===== src/rtl/pcs_pkg.sv =====
// Shared 10GBASE-R receive PCS definitions: sync header encodings, lock FSM
// states and the header validity test.
package pcs_pkg;

  localparam logic [1:0] SYNC_DATA = 2'b01;
  localparam logic [1:0] SYNC_CTRL = 2'b10;

  typedef enum logic [1:0] {
    ST_TEST   = 2'd0,
    ST_SLIP   = 2'd1,
    ST_LOCKED = 2'd2
  } lock_state_t;

  function automatic logic is_valid_hdr(input logic [1:0] hdr);
    return (hdr == SYNC_DATA) || (hdr == SYNC_CTRL);
  endfunction

endpackage


===== src/rtl/pcs_sat_counter.sv =====
// Saturating statistics counter; a clear takes priority over an increment.
module pcs_sat_counter #(
  parameter int WIDTH = 16
) (
  input  logic             rx_clk,
  input  logic             rx_rst,
  input  logic             inc,
  input  logic             clr,
  output logic [WIDTH-1:0] count
);

  always_ff @(posedge rx_clk or posedge rx_rst) begin
    if (rx_rst) begin
      count <= '0;
    end else if (clr) begin
      count <= '0;
    end else if (inc && (count != '1)) begin
      count <= count + 1'b1;
    end
  end

endmodule


===== src/rtl/pcs_rx_block_lock_ctrl.sv =====
// 10GBASE-R receive block-lock controller: slips the SERDES until sync headers
// align, declares lock, and drops it when too many headers go bad in a window.
module pcs_rx_block_lock_ctrl
  import pcs_pkg::*;
#(
  parameter int HDR_WIDTH           = 2,
  parameter int SH_CNT_MAX          = 64,
  parameter int SH_INVLD_MAX        = 16,
  parameter int BITSLIP_HIGH_CYCLES = 1,
  parameter int BITSLIP_LOW_CYCLES  = 8,
  parameter int CNT_WIDTH           = 16
) (
  input  logic                 rx_clk,
  input  logic                 rx_rst,
  input  logic [HDR_WIDTH-1:0] serdes_rx_hdr,
  input  logic                 serdes_rx_hdr_valid,
  input  logic                 cfg_cnt_clear,
  output logic                 serdes_rx_bitslip,
  output logic                 rx_block_lock,
  output logic                 rx_sh_invalid,
  output logic [CNT_WIDTH-1:0] rx_invalid_hdr_count,
  output logic [CNT_WIDTH-1:0] rx_slip_count
);

  if (HDR_WIDTH != 2) begin : g_bad_hdr_width
    $error("pcs_rx_block_lock_ctrl: HDR_WIDTH must be 2");
  end

  localparam int SH_CNT_W = $clog2(SH_CNT_MAX + 1);
  localparam int INVLD_W  = $clog2(SH_INVLD_MAX + 1);
  localparam int TMR_W    = $clog2(BITSLIP_HIGH_CYCLES + BITSLIP_LOW_CYCLES + 1);

  localparam logic [SH_CNT_W-1:0] SH_CNT_LAST = SH_CNT_W'(SH_CNT_MAX - 1);
  localparam logic [INVLD_W-1:0]  INVLD_LAST  = INVLD_W'(SH_INVLD_MAX - 1);
  localparam logic [TMR_W-1:0]    TMR_LAST    =
    TMR_W'(BITSLIP_HIGH_CYCLES + BITSLIP_LOW_CYCLES - 1);
  localparam logic [TMR_W-1:0]    TMR_HIGH    = TMR_W'(BITSLIP_HIGH_CYCLES);

  lock_state_t         state_q, state_d;
  logic [SH_CNT_W-1:0] sh_cnt_q, sh_cnt_d;
  logic [INVLD_W-1:0]  invld_q, invld_d;
  logic [TMR_W-1:0]    tmr_q, tmr_d;

  logic hdr_qualified;
  logic hdr_ok;

  logic bitslip_d, lock_d, sh_invalid_d, slip_inc;
  logic bitslip_p1, lock_p1, sh_invalid_p1;

  // Headers only count while testing or locked; the settle window ignores them.
  assign hdr_qualified = serdes_rx_hdr_valid &&
                         ((state_q == ST_TEST) || (state_q == ST_LOCKED));
  assign hdr_ok        = is_valid_hdr(serdes_rx_hdr);

  always_ff @(posedge rx_clk or posedge rx_rst) begin
    if (rx_rst) begin
      state_q  <= ST_TEST;
      sh_cnt_q <= '0;
      invld_q  <= '0;
      tmr_q    <= '0;
    end else begin
      state_q  <= state_d;
      sh_cnt_q <= sh_cnt_d;
      invld_q  <= invld_d;
      tmr_q    <= tmr_d;
    end
  end

  always_comb begin
    state_d  = state_q;
    sh_cnt_d = sh_cnt_q;
    invld_d  = invld_q;
    tmr_d    = tmr_q;
    case (state_q)
      ST_TEST: begin
        tmr_d = '0;
        if (hdr_qualified) begin
          if (!hdr_ok) begin
            state_d  = ST_SLIP;
            sh_cnt_d = '0;
            invld_d  = '0;
          end else if (sh_cnt_q == SH_CNT_LAST) begin
            state_d  = ST_LOCKED;
            sh_cnt_d = '0;
            invld_d  = '0;
          end else begin
            sh_cnt_d = sh_cnt_q + 1'b1;
          end
        end
      end
      ST_SLIP: begin
        sh_cnt_d = '0;
        invld_d  = '0;
        if (tmr_q == TMR_LAST) begin
          state_d = ST_TEST;
          tmr_d   = '0;
        end else begin
          tmr_d = tmr_q + 1'b1;
        end
      end
      ST_LOCKED: begin
        // Threshold hit beats window end when both land on the same header.
        if (hdr_qualified) begin
          if (!hdr_ok && (invld_q == INVLD_LAST)) begin
            state_d  = ST_SLIP;
            sh_cnt_d = '0;
            invld_d  = '0;
            tmr_d    = '0;
          end else if (sh_cnt_q == SH_CNT_LAST) begin
            sh_cnt_d = '0;
            invld_d  = '0;
          end else begin
            sh_cnt_d = sh_cnt_q + 1'b1;
            if (!hdr_ok) begin
              invld_d = invld_q + 1'b1;
            end
          end
        end
      end
      default: begin
        state_d  = ST_TEST;
        sh_cnt_d = '0;
        invld_d  = '0;
        tmr_d    = '0;
      end
    endcase
  end

  // Outputs are decoded from the next state so they register one cycle after the header.
  always_comb begin
    bitslip_d    = (state_d == ST_SLIP) && (tmr_d < TMR_HIGH);
    lock_d       = (state_d == ST_LOCKED);
    sh_invalid_d = hdr_qualified && !hdr_ok;
    slip_inc     = (state_d == ST_SLIP) && (state_q != ST_SLIP);
  end

  always_ff @(posedge rx_clk or posedge rx_rst) begin
    if (rx_rst) begin
      bitslip_p1    <= 1'b0;
      lock_p1       <= 1'b0;
      sh_invalid_p1 <= 1'b0;
    end else begin
      bitslip_p1    <= bitslip_d;
      lock_p1       <= lock_d;
      sh_invalid_p1 <= sh_invalid_d;
    end
  end

  assign serdes_rx_bitslip = bitslip_p1;
  assign rx_block_lock     = lock_p1;
  assign rx_sh_invalid     = sh_invalid_p1;

  pcs_sat_counter #(
    .WIDTH (CNT_WIDTH)
  ) u_invalid_cnt (
    .rx_clk (rx_clk),
    .rx_rst (rx_rst),
    .inc    (sh_invalid_d),
    .clr    (cfg_cnt_clear),
    .count  (rx_invalid_hdr_count)
  );

  pcs_sat_counter #(
    .WIDTH (CNT_WIDTH)
  ) u_slip_cnt (
    .rx_clk (rx_clk),
    .rx_rst (rx_rst),
    .inc    (slip_inc),
    .clr    (cfg_cnt_clear),
    .count  (rx_slip_count)
  );

endmodule


===== config.mk =====
export PLATFORM = sky130hd
export DESIGN_NAME = pcs_rx_block_lock_ctrl
export DESIGN_NICKNAME = d
export VERILOG_FILES = /design/src/rtl/pcs_pkg.sv /design/src/rtl/pcs_sat_counter.sv /design/src/rtl/pcs_rx_block_lock_ctrl.sv
export SDC_FILE = /design/constraint.sdc
export NUM_CORES = 1
export LEC_CHECK = 0
export CAP_MARGIN = 5
export CORE_MARGIN = 2
export CORE_UTILIZATION = 63
export CTS_CLUSTER_DIAMETER = 120
export DETAILED_ROUTE_END_ITERATION = 6
export DONT_BUFFER_PORTS = 1
export PLACE_DENSITY = 0.83
export REMOVE_ABC_BUFFERS = 1
export SKIP_LAST_GASP = 1
export SYNTH_ARGS = -nofsm -noshare
export SYNTH_HDL_FRONTEND = slang
export SYNTH_SLANG_ARGS = --single-unit

===== constraint.sdc =====
create_clock -name rx_clk -period 3.02 [get_ports rx_clk]
set_clock_uncertainty 0.15 [all_clocks]
set_input_delay 0.453 -clock rx_clk [delete_from_list [all_inputs] [get_ports rx_clk]]
set_output_delay 0.453 -clock rx_clk [all_outputs]
set_load 0.01 [all_outputs]

==> flow_metrics.tcl <==
set metrics [dict create \
    path_common_cell "ha_1" \
    synth_area_sq_mm 0.003139 \
    tightest_slew_ns 0.5374 \
    maxCapViolCount 0 \
    fmax_mhz 361.6 \
    layout-area-overhead-vs-synth_pct 5.301 \
    utilization_pct 69.53 \
    cts-root-buf "clkbuf_8" \
    cts_num_sinks 53 \
    post_cts_resized 0 \
    holdPathStages 1 \
    wirelength_um 6233 \
    die_h_um 74.59 \
    fin_crit_sh_pct 91.57 \
    finalNonFillerCells 396 \
    crit_path_start "invld_q[0]$_DFFE_PP0P_" \
    netlist.area_leader.share_pct 42.25 \
    rsz0062_at_grt "no" \
    drt_first_iter_violations 166 \
    power_density_mw_per_mm2 526.8 \
    final-hold-violation-count 0 \
    path_clk_slew_ns 0.10 \
    outcome "completed" \
    cp.required_ns 3.06 \
    start_util_pct 66.03 \
    arrival_ns 2.81 \
    dr.pass1.iters 4 \
    yosysTopAreaCell "dfrtp_1" \
    clk_latency_ns 0.31 \
    die_area_sq_mm 0.005564 \
    grt_pass1_wl_um 10720 \
    fillers 387 \
    nets 345 \
    switchingPower_uw 640.2 \
    grt_max_degree 47 \
    final_layout_size_suffix_gt1_share_pct 10.94 \
    cpPeakStageDelay_ns 0.39 \
    min-delay-start "cfg_cnt_clear" \
    r2r-start "invld_q[0]$_DFFE_PP0P_" \
    dpl.hpwl_um 4426 \
    start_kind "register" \
    synth_cell_types 53 \
    synthArstFlopShare_pct 100.0 \
    gp_congestion 0.8873 \
    worst-path-max-fanout 17 \
    crit_type "reg2reg" \
    whs_ns 0.04573 \
    slew-limit-headroom_pct 63.80 \
    grt_usage_pct 24.78 \
    cts-buffers-inserted 5 \
    seq_area_sq_mm 0.001326 \
    fin_crit_ns 2.765 \
    worstRegToRegCells 8 \
    clockBufferDepth 2 \
    crit_slowest_cell "dfrtp_1" \
    hold_path_class "in2reg" \
    cts_max_level 2 \
    internal-power_uw 1101 \
    crit_cells 8 \
    cp_cell_sequence "ha_1 > and3_1 > ha_1 > a21oi_1 > or3_1 > a31o_2 > nor3_1 > mux2_2" \
    peakVddDrop_mv 0.4027 \
    pwr-share-seq_pct 48.0 \
    yosysWarnings 0 \
    ys_seq_area_share_pct 42.25 \
    core_sq_mm 0.004755 \
    post-place-cells 387 \
    antenna_found_initial 0 \
    num_rows 25 \
    cts_tree "done" \
    path_buf_inv 0 \
    vias 2439 \
    dieWidth_um 74.59 \
    slew_violations 0 \
    avgSynthCellArea_sq_um 9.630 \
    syn-instance-count 326 \
    num_io_pins 41 \
    crit_path_end_kind "register" \
    drc 0 \
    drt.antenna.violating_nets 0 \
    yosys-top-cells-area "dfrtp_1 (42%), xnor2_1 (5.0%), nor2_1 (4.8%), ha_1 (4.4%), nor2b_1 (2.8%)" \
    synth_edf_count 0 \
    diodes 0 \
    ys_ff_latch 53 \
    viasPerCell 6.159 \
    gr-total-overflow 0 \
    crit_family "simple AND/OR/NAND/NOR gates" \
    combPwrFrac_pct 29.5 \
    leakage_uw 0.001338 \
    power_frac_clock_pct 22.5 \
    portBuffers 0 \
    swShare_pct 36.77 \
    finalSetupViolCount 0 \
    grt_pass1_vias 2286 \
    tns_ns 0 \
    ys_dominant_reg_cell "dfrtp_1" \
    wire_per_inst_um 15.74 \
    multiInputGateArea_sq_mm 0.001683 \
]
## per-layer routing
| layer | up-vias | part of all wire [%] | global-route usage [%] |
|---|---|---|---|
| met5 | - | 0 | 0 |
| met3 | 7 | 5.0 | 6.911 |
| met4 | 0 | 1.0 | 5.357 |
| met2 | 53 | 47 | 37.95 |
| met1 | 1200 | 47 | 35.49 |
| li1 | 1179 | - | - |
## cells in the mapped netlist (2+ instances only)
cell type	instances
o31ai_1	7
nand4_1	9
a311oi_1	2
nand3_1	12
and3_1	4
nor3_1	3
nand2_1	20
or3_1	3
nor2b_1	14
mux2_2	6
nor4_1	14
nand2b_1	6
xnor2_1	18
o21ai_0	8
inv_1	16
a31oi_1	2
buf_2	2
nor4_2	6
buf_4	2
mux2i_1	2
or4_1	4
a31o_2	2
nor3b_1	2
xor2_1	3
ha_1	11
nand4b_1	2
dfrtp_1	53
and4_1	5
nor4b_1	4
a21oi_1	9
mux2_1	7
nor2_1	40
clkbuf_1	8
## cell type report
cell class / instances / share of cell area, %
clock buffers: 5 / 2.082
clock inverters: 3 / 0.5299
inverters: 17 / 1.930
multi-input cells: 243 / 50.91
flip-flops and latches: 53 / 40.12
well taps: 67 / 2.536
repair buffers: 8 / 1.893
## worst reg2reg max path, stage by stage (launching register included)
cell,delay (ns)
dfrtp_1,0.39
ha_1,0.20
and3_1,0.18
ha_1,0.18
a21oi_1,0.06
or3_1,0.32
a31o_2,0.39
nor3_1,0.39
mux2_2,0.38
## power groups by stage
| stage | sequential (uW) | clock [uW] | combinational [uW] |
|---|---|---|---|
| 2_1_floorplan | 834 | 0 | 380 |
| 3_3_place_gp | 847 | 0 | 492 |
| 3_5_place_dp | 850 | 0 | 505 |
| 4_1_cts | 835 | 400 | 512 |
| 5_1_grt | 849 | 436 | 576 |
| 6_report | 836 | 392 | 513 |
## cell families (layout without fill, tap and decap cells)
| kind of cell | count (synthesis) | in the layout | share of synthesized area (%) |
|---|---|---|---|
| adder cells (fa/ha/maj) | 11 | 11 | 4.384 |
| AO/OA/AOI/OAI | 41 | 41 | 8.968 |
| XOR/XNOR | 21 | 21 | 5.859 |
| AND/OR/NAND/NOR | 155 | 155 | 29.09 |
| flip-flops | 53 | 53 | 42.25 |
| buffers and inverters | 30 | 33 | 4.145 |
| multiplexers | 15 | 15 | 5.301 |
## flip-flops by register name, indices dropped and copies added, names as in the netlist
| register | flops |
|---|---|
| invld_q | 5 |
| tmr_q | 4 |
| u_invalid_cnt.count | 16 |
| sh_cnt_q | 7 |
| rx_sh_invalid | 1 |
| u_slip_cnt.count | 16 |
| serdes_rx_bitslip | 1 |
| state_q | 2 |
| rx_block_lock | 1 |
## final timing paths
check                                                 endpoint  slack [ns]
max                            u_slip_cnt.count[0]$_DFFE_PP0P_        0.25
min                         u_invalid_cnt.count[1]$_DFFE_PP0P_        0.05
max reg2reg                    u_slip_cnt.count[0]$_DFFE_PP0P_        0.25
min reg2reg                             invld_q[4]$_DFFE_PP0P_        0.34
max in group asynchronous  u_invalid_cnt.count[10]$_DFFE_PP0P_        1.61
min in group asynchronous      u_slip_cnt.count[6]$_DFFE_PP0P_        0.48
## metrics by stage
stage          setup WS, ns  total power (uW)  instance area (sq um)
5_1_grt             0.04652              1861                   3306
4_1_cts              0.2464              1747                   3306
3_3_place_gp         0.4050              1339                   3209
2_1_floorplan        0.3480              1214                   3073
3_5_place_dp         0.2665              1355                   3209
6_report             0.2545              1741                   3306
## placed cells by master (no fill, tap or decap), types with 8 or more instances in the layout
cell and n:
dfrtp_1 53, nor2_1 40, nand2_1 20, xnor2_1 18, inv_1 15, nor4_1 14, nor2b_1 14, nand3_1 12
ha_1 11, nand4_1 9, a21oi_1 9, o21ai_0 8
## what timing repair did
action	in CTS	in global routing
endpoints found under the setup margin	0	0
hold endpoints to repair	20	0
hold buffers	1	0
buffers inserted	0	0
No activity file was read; power rests on OpenSTA's default activity.
